### src/rtl/divi_pkg.sv
// Shared types and helpers for the sequential restoring divider.
// Holds the FSM state encoding and the bit-counter width function.
// No logic of its own.
package divi_pkg;

  typedef enum logic [1:0] {
    IDLE = 2'd0,
    CALC = 2'd1,
    FIX  = 2'd2,
    DONE = 2'd3
  } state_e;

  // Counter must hold DIVIDEND_W-1; clog2(w) bits always suffice for w-1.
  function automatic int cnt_w(input int w);
    return (w <= 2) ? 1 : $clog2(w);
  endfunction

endpackage

### src/rtl/divi_step.sv
// One combinational restoring-division step.
// Latency: combinational. Backpressure: none (pure function of inputs).
// Ports: rem_i partial remainder, dnd_bit_i next dividend bit, dvs_i divisor
//        magnitude; rem_o next partial remainder, q_bit_o quotient bit.
module divi_step
  import divi_pkg::*;
#(
  parameter int DIVISOR_W = 16
) (
  input  logic [DIVISOR_W-1:0] rem_i,
  input  logic                 dnd_bit_i,
  input  logic [DIVISOR_W-1:0] dvs_i,
  output logic [DIVISOR_W-1:0] rem_o,
  output logic                 q_bit_o
);

  logic [DIVISOR_W:0] shifted;

  always_comb begin
    shifted = {rem_i, dnd_bit_i};
    // Trial subtraction is non-negative exactly when shifted >= divisor.
    q_bit_o = (shifted >= {1'b0, dvs_i});
    // When the subtraction is kept the true result is < divisor, so the
    // low DIVISOR_W bits of the difference are exact.
    rem_o   = q_bit_o ? (shifted[DIVISOR_W-1:0] - dvs_i) : shifted[DIVISOR_W-1:0];
  end

endmodule

### src/rtl/divi_seq.sv
// Sequential restoring divider, one quotient bit per clock, optional signed mode.
// Latency: DIVIDEND_W+1 cycles from accept to out_valid; zero divisor goes straight to DONE.
// Backpressure: single operation in flight; in_ready low until the result is taken by out_ready.
// Ports: sys_clk/sys_rst (async, active-high); in_valid/in_ready/dividend/divisor operand side;
//        out_valid/out_ready/quotient/remainder/div_by_zero result side.
module divi_seq
  import divi_pkg::*;
#(
  parameter int DIVIDEND_W = 25,
  parameter int DIVISOR_W  = 16,
  parameter int SIGNED     = 0
) (
  input  logic                  sys_clk,
  input  logic                  sys_rst,
  input  logic                  in_valid,
  output logic                  in_ready,
  input  logic [DIVIDEND_W-1:0] dividend,
  input  logic [DIVISOR_W-1:0]  divisor,
  output logic                  out_valid,
  input  logic                  out_ready,
  output logic [DIVIDEND_W-1:0] quotient,
  output logic [DIVISOR_W-1:0]  remainder,
  output logic                  div_by_zero
);

  localparam int CW = cnt_w(DIVIDEND_W);

  state_e                state_q, state_d;
  logic [CW-1:0]         cnt_q, cnt_d;
  // Dividend magnitude; quotient bits shift in from the bottom as the
  // dividend bits shift out of the top, so it ends up holding the quotient.
  logic [DIVIDEND_W-1:0] dnd_q, dnd_d;
  logic [DIVISOR_W-1:0]  rem_q, rem_d;
  logic [DIVISOR_W-1:0]  dvs_q, dvs_d;
  logic                  dnd_neg_q, dnd_neg_d;
  logic                  dvs_neg_q, dvs_neg_d;
  logic [DIVIDEND_W-1:0] quo_q, quo_d;
  logic [DIVISOR_W-1:0]  rmd_q, rmd_d;
  logic                  dbz_q, dbz_d;
  logic                  ov_q, ov_d;

  logic                  in_dnd_neg, in_dvs_neg;
  logic [DIVIDEND_W-1:0] in_dnd_mag;
  logic [DIVISOR_W-1:0]  in_dvs_mag;
  logic [DIVISOR_W-1:0]  step_rem;
  logic                  step_q;

  // Operand conditioning: sign bits only matter in signed mode. The
  // magnitude of the most-negative value still fits as an unsigned number.
  always_comb begin
    in_dnd_neg = (SIGNED != 0) && dividend[DIVIDEND_W-1];
    in_dvs_neg = (SIGNED != 0) && divisor[DIVISOR_W-1];
    in_dnd_mag = in_dnd_neg ? (~dividend + 1'b1) : dividend;
    in_dvs_mag = in_dvs_neg ? (~divisor + 1'b1) : divisor;
  end

  divi_step #(
    .DIVISOR_W (DIVISOR_W)
  ) u_step (
    .rem_i     (rem_q),
    .dnd_bit_i (dnd_q[DIVIDEND_W-1]),
    .dvs_i     (dvs_q),
    .rem_o     (step_rem),
    .q_bit_o   (step_q)
  );

  always_comb begin
    state_d   = state_q;
    cnt_d     = cnt_q;
    dnd_d     = dnd_q;
    rem_d     = rem_q;
    dvs_d     = dvs_q;
    dnd_neg_d = dnd_neg_q;
    dvs_neg_d = dvs_neg_q;
    quo_d     = quo_q;
    rmd_d     = rmd_q;
    dbz_d     = dbz_q;
    ov_d      = ov_q;

    case (state_q)
      IDLE: begin
        if (in_valid) begin
          dnd_d     = in_dnd_mag;
          dvs_d     = in_dvs_mag;
          dnd_neg_d = in_dnd_neg;
          dvs_neg_d = in_dvs_neg;
          rem_d     = '0;
          cnt_d     = CW'(DIVIDEND_W - 1);
          dbz_d     = (divisor == '0);
          if (divisor == '0) begin
            // Zero divisor skips the iteration and presents a fixed result.
            quo_d   = '1;
            rmd_d   = in_dnd_mag[DIVISOR_W-1:0];
            ov_d    = 1'b1;
            state_d = DONE;
          end else begin
            state_d = CALC;
          end
        end
      end
      CALC: begin
        dnd_d = {dnd_q[DIVIDEND_W-2:0], step_q};
        rem_d = step_rem;
        cnt_d = cnt_q - CW'(1);
        if (cnt_q == '0) begin
          state_d = FIX;
        end
      end
      FIX: begin
        // Truncating division: quotient sign from both operands, remainder
        // follows the dividend. Most-negative / -1 wraps naturally.
        quo_d   = (dnd_neg_q ^ dvs_neg_q) ? (~dnd_q + 1'b1) : dnd_q;
        rmd_d   = dnd_neg_q ? (~rem_q + 1'b1) : rem_q;
        ov_d    = 1'b1;
        state_d = DONE;
      end
      DONE: begin
        if (out_ready) begin
          ov_d    = 1'b0;
          state_d = IDLE;
        end
      end
      default: begin
        state_d = IDLE;
      end
    endcase
  end

  always_ff @(posedge sys_clk or posedge sys_rst) begin
    if (sys_rst) begin
      state_q   <= IDLE;
      cnt_q     <= '0;
      dnd_q     <= '0;
      rem_q     <= '0;
      dvs_q     <= '0;
      dnd_neg_q <= 1'b0;
      dvs_neg_q <= 1'b0;
      quo_q     <= '0;
      rmd_q     <= '0;
      dbz_q     <= 1'b0;
      ov_q      <= 1'b0;
    end else begin
      state_q   <= state_d;
      cnt_q     <= cnt_d;
      dnd_q     <= dnd_d;
      rem_q     <= rem_d;
      dvs_q     <= dvs_d;
      dnd_neg_q <= dnd_neg_d;
      dvs_neg_q <= dvs_neg_d;
      quo_q     <= quo_d;
      rmd_q     <= rmd_d;
      dbz_q     <= dbz_d;
      ov_q      <= ov_d;
    end
  end

  assign in_ready    = (state_q == IDLE);
  assign out_valid   = ov_q;
  assign quotient    = quo_q;
  assign remainder   = rmd_q;
  assign div_by_zero = dbz_q;

endmodule

### config.mk
export PLATFORM = sky130hd
export DESIGN_NAME = divi_seq
export DESIGN_NICKNAME = d
export VERILOG_FILES = /design/src/rtl/divi_pkg.sv /design/src/rtl/divi_step.sv /design/src/rtl/divi_seq.sv
export SDC_FILE = /design/constraint.sdc
export NUM_CORES = 1
export LEC_CHECK = 0
export BUFFER_PORTS_ARGS = -buffer_cell sky130_fd_sc_hd__buf_2
export CAP_MARGIN = 25
export CELL_PAD_IN_SITES_DETAIL_PLACEMENT = 1
export CELL_PAD_IN_SITES_GLOBAL_PLACEMENT = 1
export CORE_MARGIN = 3
export CORE_UTILIZATION = 35
export DETAILED_ROUTE_END_ITERATION = 8
export PLACE_DENSITY_LB_ADDON = 0.1
export SETUP_SLACK_MARGIN = 0.05
export SYNTH_ARGS = -nofsm -noshare
export SYNTH_HDL_FRONTEND = slang
export SYNTH_SLANG_ARGS = --single-unit
### constraint.sdc
create_clock -name sys_clk -period 4.8 [get_ports sys_clk]
set_input_delay 0.48 -clock sys_clk [delete_from_list [all_inputs] [get_ports sys_clk]]
set_output_delay 0.48 -clock sys_clk [all_outputs]
set_load 0.01 [all_outputs]
==> results of run 1 <==
[cell families (layout without fill, tap and decap cells)]
kind of cell	after synthesis	after routing	synth area share, %
mux	70	70	12.86
simple gates	127	127	9.799
xor+xnor	17	17	2.656
compound gates	139	139	15.58
fa+ha+maj	23	23	5.268
flops	107	107	47.77
buf+inv	83	161	6.071
[synthesized netlist by cell type (all sizes together), types with 5 or more instances]
library cell,number
a31oi,27
nor4,5
mux2,16
xor2,5
nor2,47
ha,22
a2bb2oi,5
nor2b,5
nand2,56
dfrtp,107
xnor2,12
o21ai,57
a21oi,32
buf,5
inv,51
clkbuf,27
mux2i,54
[stage by stage]
stage / setup slack, ns / utilization (%)
after CTS: 1.488 / 42.26
final: 1.574 / 42.26
after global placement: 1.616 / 40.45
after global routing: 1.158 / 42.26
after floorplan: 1.503 / -
after detailed placement: 1.537 / 40.45
[power by group]
group	leakage [nW]	total (mW)	switching [mW]	internal, mW
registers	1.24	1.65	0.313	1.33
clock network	0.132	0.715	0.347	0.369
logic	1.48	2.39	1.38	1.00
[metal layers]
metal / track usage [%] / part of all wire, % / vias to the layer above
met5: 0 / 0 / -
met4: 6.178 / 2.0 / 0
met3: 2.890 / 2.9 / 18
li1: - / - / 2085
met1: 22.46 / 49 / 2057
met2: 26.55 / 46 / 61
[final timing paths]
kind | to | slack [ns]
min in group sys_clk | dvs_q[8] | 0.37
setup reg to reg | rem_q[12] | 1.57
hold reg to reg | div_by_zero | 0.49
setup / recovery | rem_q[12] | 1.57
max in group asynchronous | out_valid | 3.43
hold / removal | cnt_q[3] | 0.29
[final cells by class]
class,count,area share (%)
clock buffer,11,3.723
clock inverter,5,0.5757
inverter,51,2.974
multi-input combinational,376,40.17
sequential,107,41.07
tap,211,4.049
timing repair buffer,94,7.446
[registers in the layout, indices dropped and copies added, names as in the netlist]
name         cells
cnt_q            5
div_by_zero      1
dnd_q           25
dvs_q           16
out_valid        1
quotient        25
rem_q           16
remainder       16
state_q          2
==> results, run 1 <==
- After detailed routing, the average wire length per cell comes to 16.29 um.
- Global routing used 16.53% of the available tracks.
- Across the VDD grid, the largest voltage drop is 263.8 uV.
- After clock tree synthesis, the clock-pin slew on the worst setup and hold paths is 0.07 ns.
- The synthesized design contains 0 enable-type register cells.
- The overall die width is 132.6 um.
- The worst slack on hold paths is 0.2897 ns.
- Post-CTS timing repair inserted 0 buffers for setup.
- The latest clock arrival within the worst-skew pair is 0.35 ns.
- The port buffer count is 88.
- STA classifies the critical path startpoint as a flip-flop.
- Leaving out fill and tap cells, the most frequent cell in the layout is dfrtp_1.
- The floorplan step defined a die boundary enclosing 0.01757 mm2.
- The total stage count of the critical path is 9.
- The number of hold-repair buffers added at the cts stage is 0.
- The maximum cell stage delay along the critical path is 1.01 ns.
- After detailed routing, the number of vias per cell comes to 4.937.
- During synthesis, Yosys emitted a total of 0 warnings.
- The DRC violations left is 0.
- Of all nets on the critical path, the largest fanout is 17.
- The summed negative setup slack over all endpoints is 0 ns.
- For the finished layout, the period the worst path requires is 3.226 ns.
- Once placement finished, the instance area stood at 0.006240 mm2.
- The number of global-route vias before repair is 4498.
- In this run the count of I/O pins placed on the die edge is 89.
- Setup violations remaining at the end of the flow were counted as 0.
- The estimated wirelength of the detail-placed design is 10.35 mm.
- Synthesis inferred 107 register bits.
- The sequential cell area is 0.002678 mm2.
- Sequential cells were found to cover 47.77% of the synthesized design area.
- The library cell contributing the largest single delay on the critical path is a22oi_2.
- The ratio of cells with drive above 1 in the final layout is 22.20%.
- In this run the critical register-to-register path is launched from rem_q[3].
- At the worst endpoint, the arrival time is 3.46 ns.
- The worst reg-to-reg path cell count is 9.
- The largest delay contributor family on the critical path is compound AO/OA/AOI/OAI gates.
- The kind of end point of the critical path is a flip-flop.
- The count of antenna diodes in the layout is 0.
- CTS placed an instance of clkbuf_16 at the clock tree root.
- The via count is 4221.
- The number of filler instances in the final layout is 1815.
- The top cell types in the final layout, fill and taps aside, are 107 x dfrtp_1, 88 x buf_2, 55 x nand2_1.
- The initial antenna violation count is 0.
- In this run, distinct cell masters in the synthesized netlist total 47.
- The endpoint required time on the critical path is 5.03 ns.
- The top-area cell type share of the netlist area is 47.77%.
- Synthesis produced 566 cells.
- The launch point of the critical path is rem_q[3].
- The transition time at the pin with the least slew margin is 1.246 ns.
- The hold violation count in the final report is 0.
- Across the routed clock network, the largest skew measured is 0.008569 ns.
- The pin count of the biggest net entering global routing is 73.
- The worst pin sits at a relative slew slack of 16.91%.
- The critical setup path kind is reg -> reg.
- After detailed placement, the design holds a cell count of 839.
- The number of clock buffers added by TritonCTS is 9.
- The congestion estimate from routability-driven global placement came to 0.8477.
- The length of the first detailed-routing pass in iterations is 4.
- The final standard cell area without fillers is 0.006520 mm2.
- The count of nets left with antenna violations once routing finished came out at 0.
- Once the floorplan was initialized, standard cells occupied 36.33% of the core.
- The number of nets in the synthesized netlist is 634.
- Counting every sink on the clock net gives 107.
- The maximum frequency from static timing analysis is 0.3100 GHz.
- The first routing iteration left 214 violations.
- The flip-flop cell with the highest count after synthesis is dfrtp_1.
- The core outline area is 0.01543 mm2.
- By area the synthesized netlist is led by dfrtp_1 48%, mux2i_1 9.6%, ha_1 4.9%.
- In the final layout, the multi-input gates occupy 0.002619 mm2.
- Relative to the synthesized area, the layout overhead comes to 16.32%.
- The cell taking the most area after synthesis is dfrtp_1.
- The non-filler instance count after layout is 855.
- In this run the core area contains 45 standard-cell rows.
- The final-stage net count is 707.
- Summing internal, switching and leakage power gives 4.748 mW.
- Together, buffers and inverters on the worst path number 1.
- Setup repair after global routing left no endpoint under its margin.
- The reported leakage power is 2.856 nW.
- The post-synth design cell area is 0.005605 mm2.
- A synthesized cell averages 9.903 um2.
- The ratio of total power to cell area is 728.2 mW/mm2.
- The max-slew violation total from the final report came to 0.
- The final layout contains routed wiring with a total length of 13.93 mm.
- The signal on the critical path passes through ha_1, nand3_2, o21bai_4, a2111oi_4, nor3_2, a22oi_2, buf_4, a2bb2oi_2, o21ai_1.
- Counting flops with an async set or reset pin after synthesis yields a share of 100.0%.
- After layout, the worst path uses 67.21% of the clock period.
- In this run, post-CTS repair resized a total of 0 instances.
- The TritonCTS clock tree is done.
- For this run the aggregate overflow at the end of global routing stands at 0.
- The first global-routing pass estimated 23.56 mm of wire.
- No sink is reached through more buffers than the 2 on the longest clock path.
- The H-tree was split into 3 levels.
- The run finished with clean final reports.
- The die is 132.6 um tall.
- The min-delay analysis places its worst path in the category in -> async.
- The max capacitance violation total is 0.
Power figures use the tool's default switching activity.
==> run 2, diff against run 1 <==
- clock period: 4.8 -> 3.3 ns (I/O delays scaled with it)
==> run 2 against run 1 <==
Compared with the run above:
- cell area increased by 0.69%
- highest routed layer unchanged
- sequential cell count stayed put
- via count is 0.28% higher
==> results, run 2 (synthesis gave the netlist of run 1 again) <==
- The initial antenna violation count was 0.
- In this run the deepest clock path goes through 2 buffers.
- The sequential cell area is 0.002678 mm2.
- The count of cells resized by post-cts repair is 0.
- For met1 alone, demand over resource in global routing was 23.90%.
- The overall routed net length is 14.39 mm.
- The worst setup path is of the reg -> reg kind.
- The total chip power is 6.992 mW.
- The TritonCTS sink count is 107.
- Global routing used 16.79% of the available tracks.
- The smallest clock period supported by the final layout is computed as 2.590 ns.
- Setup repair after global routing left no endpoint under its margin.
- After global routing the overflow that remains totals 0.
- In the layout the commonest cells are 107 x dfrtp_1, 88 x buf_2, 55 x nand2_1.
- The arrival time at the worst endpoint is 2.81 ns.
- After clock tree synthesis, the clock-pin slew on the worst setup and hold paths is 0.07 ns.
- For this configuration, the core starts out at a cell density of 36.33%.
- The final critical-path setup slack is 0.7096 ns.
- Measured along the y axis, the die boundary spans 132.6 um.
- The class of the tightest hold or removal check is in -> async.
- The estimated wirelength of the detail-placed design is 10.68 mm.
- The final critical path takes up 78.50% of the cycle.
- For this run, the post-layout net count is 709.
- The total buffers and inverters traversed by the critical path is 1.
- The area growth from synthesis to layout is 17.12%.
- For the worst setup path, the data required time is 3.52 ns.
- The number of global-route vias before repair is 4423.
- The largest single stage delay on the critical path is 0.42 ns.
- The H-tree was split into 3 levels.
- The number of DRC violations after detailed-routing iteration 0 is 204.
- The ratio of cells with drive above 1 in the final layout is 22.60%.
- Clock tree synthesis inserted a total of 9 buffers.
- The library cell contributing the largest single delay on the critical path is dfrtp_1.
- TritonCTS built the clock tree.
- The relative slew slack is 49.15%.
- Global routing consumed, on the met3 layer, 2.776% of the routing resources.
- The library cell used as clock root buffer is clkbuf_16.
- The max capacitance violation total is 0.
- The overall die width is 132.6 um.
- The reported leakage power is 2.881 nW.
- The placed instance area is 0.006280 mm2.
- The via density per instance is 4.939.
- The highest ir drop seen on vdd is 344.2 uV.
- For this design the top-level I/O count stands at 89.
- Setup violations remaining at the end of the flow were counted as 0.
- Detailed routing inserted a total of 4233 vias.
- On the final layout, the worst clock skew is 0.007831 ns.
- The port buffer count is 88.
- met2 is the most crowded layer.
- Setup total negative slack on the finished layout was measured at 0 ns.
- In the global route stage, met2 resource usage came out at 26.49%.
- Dividing the detail-routed wire length by the instance count gives 16.80 um.
- After clock tree synthesis, the setup repair step added 0 buffers.
- In the routed design, unresolved DRC markers number 0.
- The first global-routing pass estimated 23.83 mm of wire.
- The cell family contributing the most delay on the critical path is compound AO/OA/AOI/OAI gates.
- For this run, the detailed router's first-pass iteration total came to 5.
- The area of combinational cells with multiple inputs is 0.002619 mm2.
- The pin count of the biggest net entering global routing is 83.
- The floorplan step defined a die boundary enclosing 0.01757 mm2.
- Leaving out fill and tap cells, the most frequent cell in the layout is dfrtp_1.
- At the end of routability-driven placement, the weighted congestion stood at 0.8649.
- After routing the design area is 0.006565 mm2.
- Of all nets on the critical path, the largest fanout is 18.
- Walking the worst path, the cells encountered are ha_1, nand3_2, o21bai_4, a2111oi_4, nor3_2, a22oi_2, buf_4, mux2i_1, o21ai_1.
- The max-slew violation total from the final report is 0.
- STA classifies the critical path startpoint as a flip-flop.
- The number of antenna-violating nets in the routed design is 0.
- The count of antenna diodes in the layout is 0.
- The latest clock arrival within the worst-skew pair is 0.35 ns.
- Static timing analysis puts the maximum clock frequency at 0.3860 GHz.
- The run finished with clean final reports.
- After filler insertion, the fill cell instance count of the layout stands at 1832.
- The transition time at the pin with the least slew margin is 0.7628 ns.
- Across all hold checks on the routed design, the worst slack comes to 0.1094 ns.
- The number of hold-repair buffers added at the cts stage is 0.
- The hold violation count in the final report is 0.
- After floorplanning, the core was sized to cover 0.01543 mm2.
- In this run the core area contains 45 standard-cell rows.
- The ratio of total power to cell area is 1065 mW/mm2.
- The kind of end point of the critical path is a flip-flop.
- At the placement stage, the worst setup path has a slack of 0.7162 ns.
## run 2: through the flow
step	utilization, %	instances
final	42.55	857
after global routing	42.55	857
after CTS	42.55	857
after detailed placement	40.71	841
after global placement	40.71	841
after floorplan	-	566
## run 2: cell type report
cell class	count	share of cell area [%]
tap	211	4.021
clock inverter	6	0.7052
inverter	51	2.954
multi-input combinational	376	39.89
sequential	107	40.79
clock buffer	10	3.640
timing repair buffer	96	8.005
## run 2: routing by layer
layer | up-vias | share of wire (%)
li1 | 2100 | -
met1 | 2059 | 50
met2 | 63 | 46
met3 | 11 | 2.6
met4 | 0 | 1.3
met5 | - | 0
## run 2: worst reg2reg max path, cell delays in order (launching register included)
cell and delay [ns]:
dfrtp_1 0.42, ha_1 0.40, nand3_2 0.11, o21bai_4 0.20
a2111oi_4 0.37, nor3_2 0.11, a22oi_2 0.18, buf_4 0.34
mux2i_1 0.25, o21ai_1 0.08
## run 2: final timing paths
check                       startpoint          end  slack, ns  cells after the start
setup / recovery              rem_q[2]     rem_q[7]       0.71                      9
hold / removal                 sys_rst  div_by_zero       0.11                      2
setup reg to reg              rem_q[2]     rem_q[7]       0.71                      9
hold reg to reg            div_by_zero  div_by_zero       0.49                      2
max in group asynchronous      sys_rst     dvs_q[7]       2.35                      3
min in group sys_clk        divisor[4]     dvs_q[4]       0.23                      2
## run 2: power by group
part           internal [mW]  switching (mW)
Combinational           1.49            2.06
Clock                  0.540           0.510
Sequential              1.94           0.453
Total                   3.97            3.02
==> run 3, diff against run 2 <==
- clock period: 3.3 -> 2.3 ns (I/O delays scaled with it)
==> run 3 against run 2 <==
Compared with the run above:
- the run now ends with setup timing left
- final cell count rose by 5.4%
- count of clock-buffer cells in the layout did not move
- clock skew barely moved
- worst hold slack improved by 0.0097 ns
- combinational power rose by 77%
- non-clock buffer count rose by 46
- first-iteration DRC count fell by 4.4%
- largest cell class is now multi-input gates
==> results, run 3 (synthesis gave the netlist of run 1 again) <==
- The area growth from synthesis to layout is 28.19%.
- The class of the tightest hold or removal check is in -> reg.
- The post-route minimum period is 2.338 ns.
- The kind of end point of the critical path is a flip-flop.
- The number of global-route vias before repair was 4752.
- At the worst endpoint, the required time is 2.52 ns.
- The initial antenna violation count is 1.
- The root buffer cell chosen for the clock tree is clkbuf_16.
- In this run the power spent charging and discharging nets is 4.759 mW.
- Leaving out fill and tap cells, the most frequent cell in the layout is dfrtp_1.
- The clock-pin slew on the worst setup and hold paths is 0.08 ns.
- Cells with a size suffix above 1 make up 29.67% of the layout.
- The number of CTS-inserted buffers is 9.
- The core outline area is 0.01543 mm2.
- The highest ir drop seen on vdd is 527.1 uV.
- The maximum clock insertion buffer count is 2.
- In this run, the combinational gates consume 55.0% of the power.
- Adding up every negative setup slack in the final design gives -0.1332 ns.
- The maximum frequency from static timing analysis is 0.4276 GHz.
- The reported leakage power is 3.164 nW.
- The DRC violations left is 0.
- Net switching is 41.70% of the power.
- The via density per instance is 4.922.
- Setup repair after global routing could not meet its margin everywhere.
- The worst-case clock skew is 0.007931 ns.
- The TritonCTS clock tree is done.
- The overall routed net length is 15.53 mm.
- The length of the first detailed-routing pass in iterations is 4.
- The max capacitance violation total is 0.
- The y dimension of the die is 132.6 um.
- In this run the worst path has a maximum fanout of 5.
- Of the available clock period, the critical path in the final layout requires 101.7%.
- The flow ran to the end, but the final reports show violations.
- The sequential group share of total power is 29.8%.
- The arrival time at the worst endpoint is 2.56 ns.
- The setup slack after placement is -0.07041 ns.
- The relative slew slack is 52.07%.
- The first global-routing pass estimated 25.39 mm of wire.
- The ratio of total power to cell area is 1588 mW/mm2.
- The die is 132.6 um wide.
- Cells fill 46.58% of the core in the end.
- The total chip power is 11.41 mW.
- Entering global routing, the biggest net connects 67 pins.
- In this run the core area contains 45 standard-cell rows.
- The hold violation count in the final report was 0.
- Across all layers, the routed design uses 4445 vias.
- The final standard cell area without fillers is 0.007186 mm2.
- The final-stage net count is 755.
- The latest clock arrival within the worst-skew pair is 0.35 ns.
- CTS saw 107 sinks.
- At the pin with the least slew margin, the transition time is 0.7175 ns.
- The total instance count after detailed placement is 875.
- The final critical-path setup slack is -0.03837 ns.
- The top cell types in the final layout, fill and taps aside, are 107 x dfrtp_1, 88 x buf_2, 54 x nand2_1.
- The checks that failed: setup timing.
- Summed over all nets, the half-perimeter wirelength after detailed placement is 11.32 mm.
- The number of top-level pins is 89.
- The overflow left after global routing is 0.
- The portion of total power attributed to the clock network is 15.2%.
- The design internal power is 6.653 mW.
- For this block, the initial DRC count from the detailed router was 195.
- The average wire per cell in the routed design is 17.20 um.
- The max-slew violation total from the final report was 0.
- The count of H-tree levels built during CTS is 3.
- The port buffer count is 88.
- The global-route usage over all layers is 18.08%.
- The worst setup path is launched from a flip-flop.
- The number of setup violations in the final report is 7.
- The die covers 0.01757 mm2.
- The worst slack on hold paths is 0.1191 ns.
- The non-filler instance count after layout is 903.
- Once placement finished, the instance area stood at 0.006626 mm2.
- The starting density of the core is 36.33%.
- At the end of routability-driven placement, the weighted congestion stood at 0.8595.
- The number of antenna-violating nets in the routed design is 0.
- The critical path is of the reg -> reg type.
[run 3: changes by cell type in the layout (fill, tap and decap cells not counted), moves of 3 or more]
cell	delta
buf_4	+38
o21ai_0	-4
o21ai_1	+3
ha_4	+5
ha_1	-6
buf_12	+4
[run 3: area by class of cell]
cell class              count  area (um2)
repair buffers            142       967.2
fillers                  1791        8242
clock buffers              10       239.0
multi-input cells         376        2755
well taps                 211       264.0
clock inverters             5       85.08
diodes                      1       2.502
inverters                  51       195.2
flip-flops and latches    107        2678
[run 3: repair_timing]
item | CTS | global route
hold endpoints to repair | 26 | 0
gates resized for setup | 16 | 7
hold buffers | 1 | 0
buffers inserted | 6 | 3
setup endpoints to repair | 17 | 17
pin swaps | 12 | 7
cloned | 2 | 0
[run 3: worst paths after layout]
check | start | end | slack [ns] | depth (start not counted)
min | divisor[9] | dvs_q[9] | 0.12 | 2
max reg2reg | rem_q[2] | rem_q[2] | -0.04 | 10
max in group asynchronous | sys_rst | rem_q[11] | 1.13 | 4
min reg2reg | div_by_zero | div_by_zero | 0.49 | 2
max | rem_q[2] | rem_q[2] | -0.04 | 10
min in group asynchronous | sys_rst | quotient[18] | 0.54 | 3
[run 3: worst max-delay path, stage by stage (launching register included)]
cell and delay (ns):
dfrtp_1 0.42, ha_4 0.30, a21o_1 0.15, a21oi_4 0.08, a2111oi_4 0.37, nor3_2 0.10
a22oi_2 0.20, buf_6 0.16, buf_12 0.13, mux2i_4 0.22, o21ai_1 0.07
[run 3: per-layer routing]
metal	up-vias	GRT usage (%)	share of wire, %
met5	-	0	0
met4	0	4.908	1.0
met3	12	3.194	2.7
met2	59	30.77	49
met1	2184	23.83	47
li1	2190	-	-
[run 3: power groups by stage]
stage                     clock network, mW  registers (mW)  logic (mW)
after CTS                              1.78            3.43        6.19
after detailed placement                  0            3.45        5.84
after global placement                    0            3.40        5.67
after global routing                   1.85            3.55        6.95
final                                  1.73            3.40        6.28
after floorplan                           0            3.48        3.67
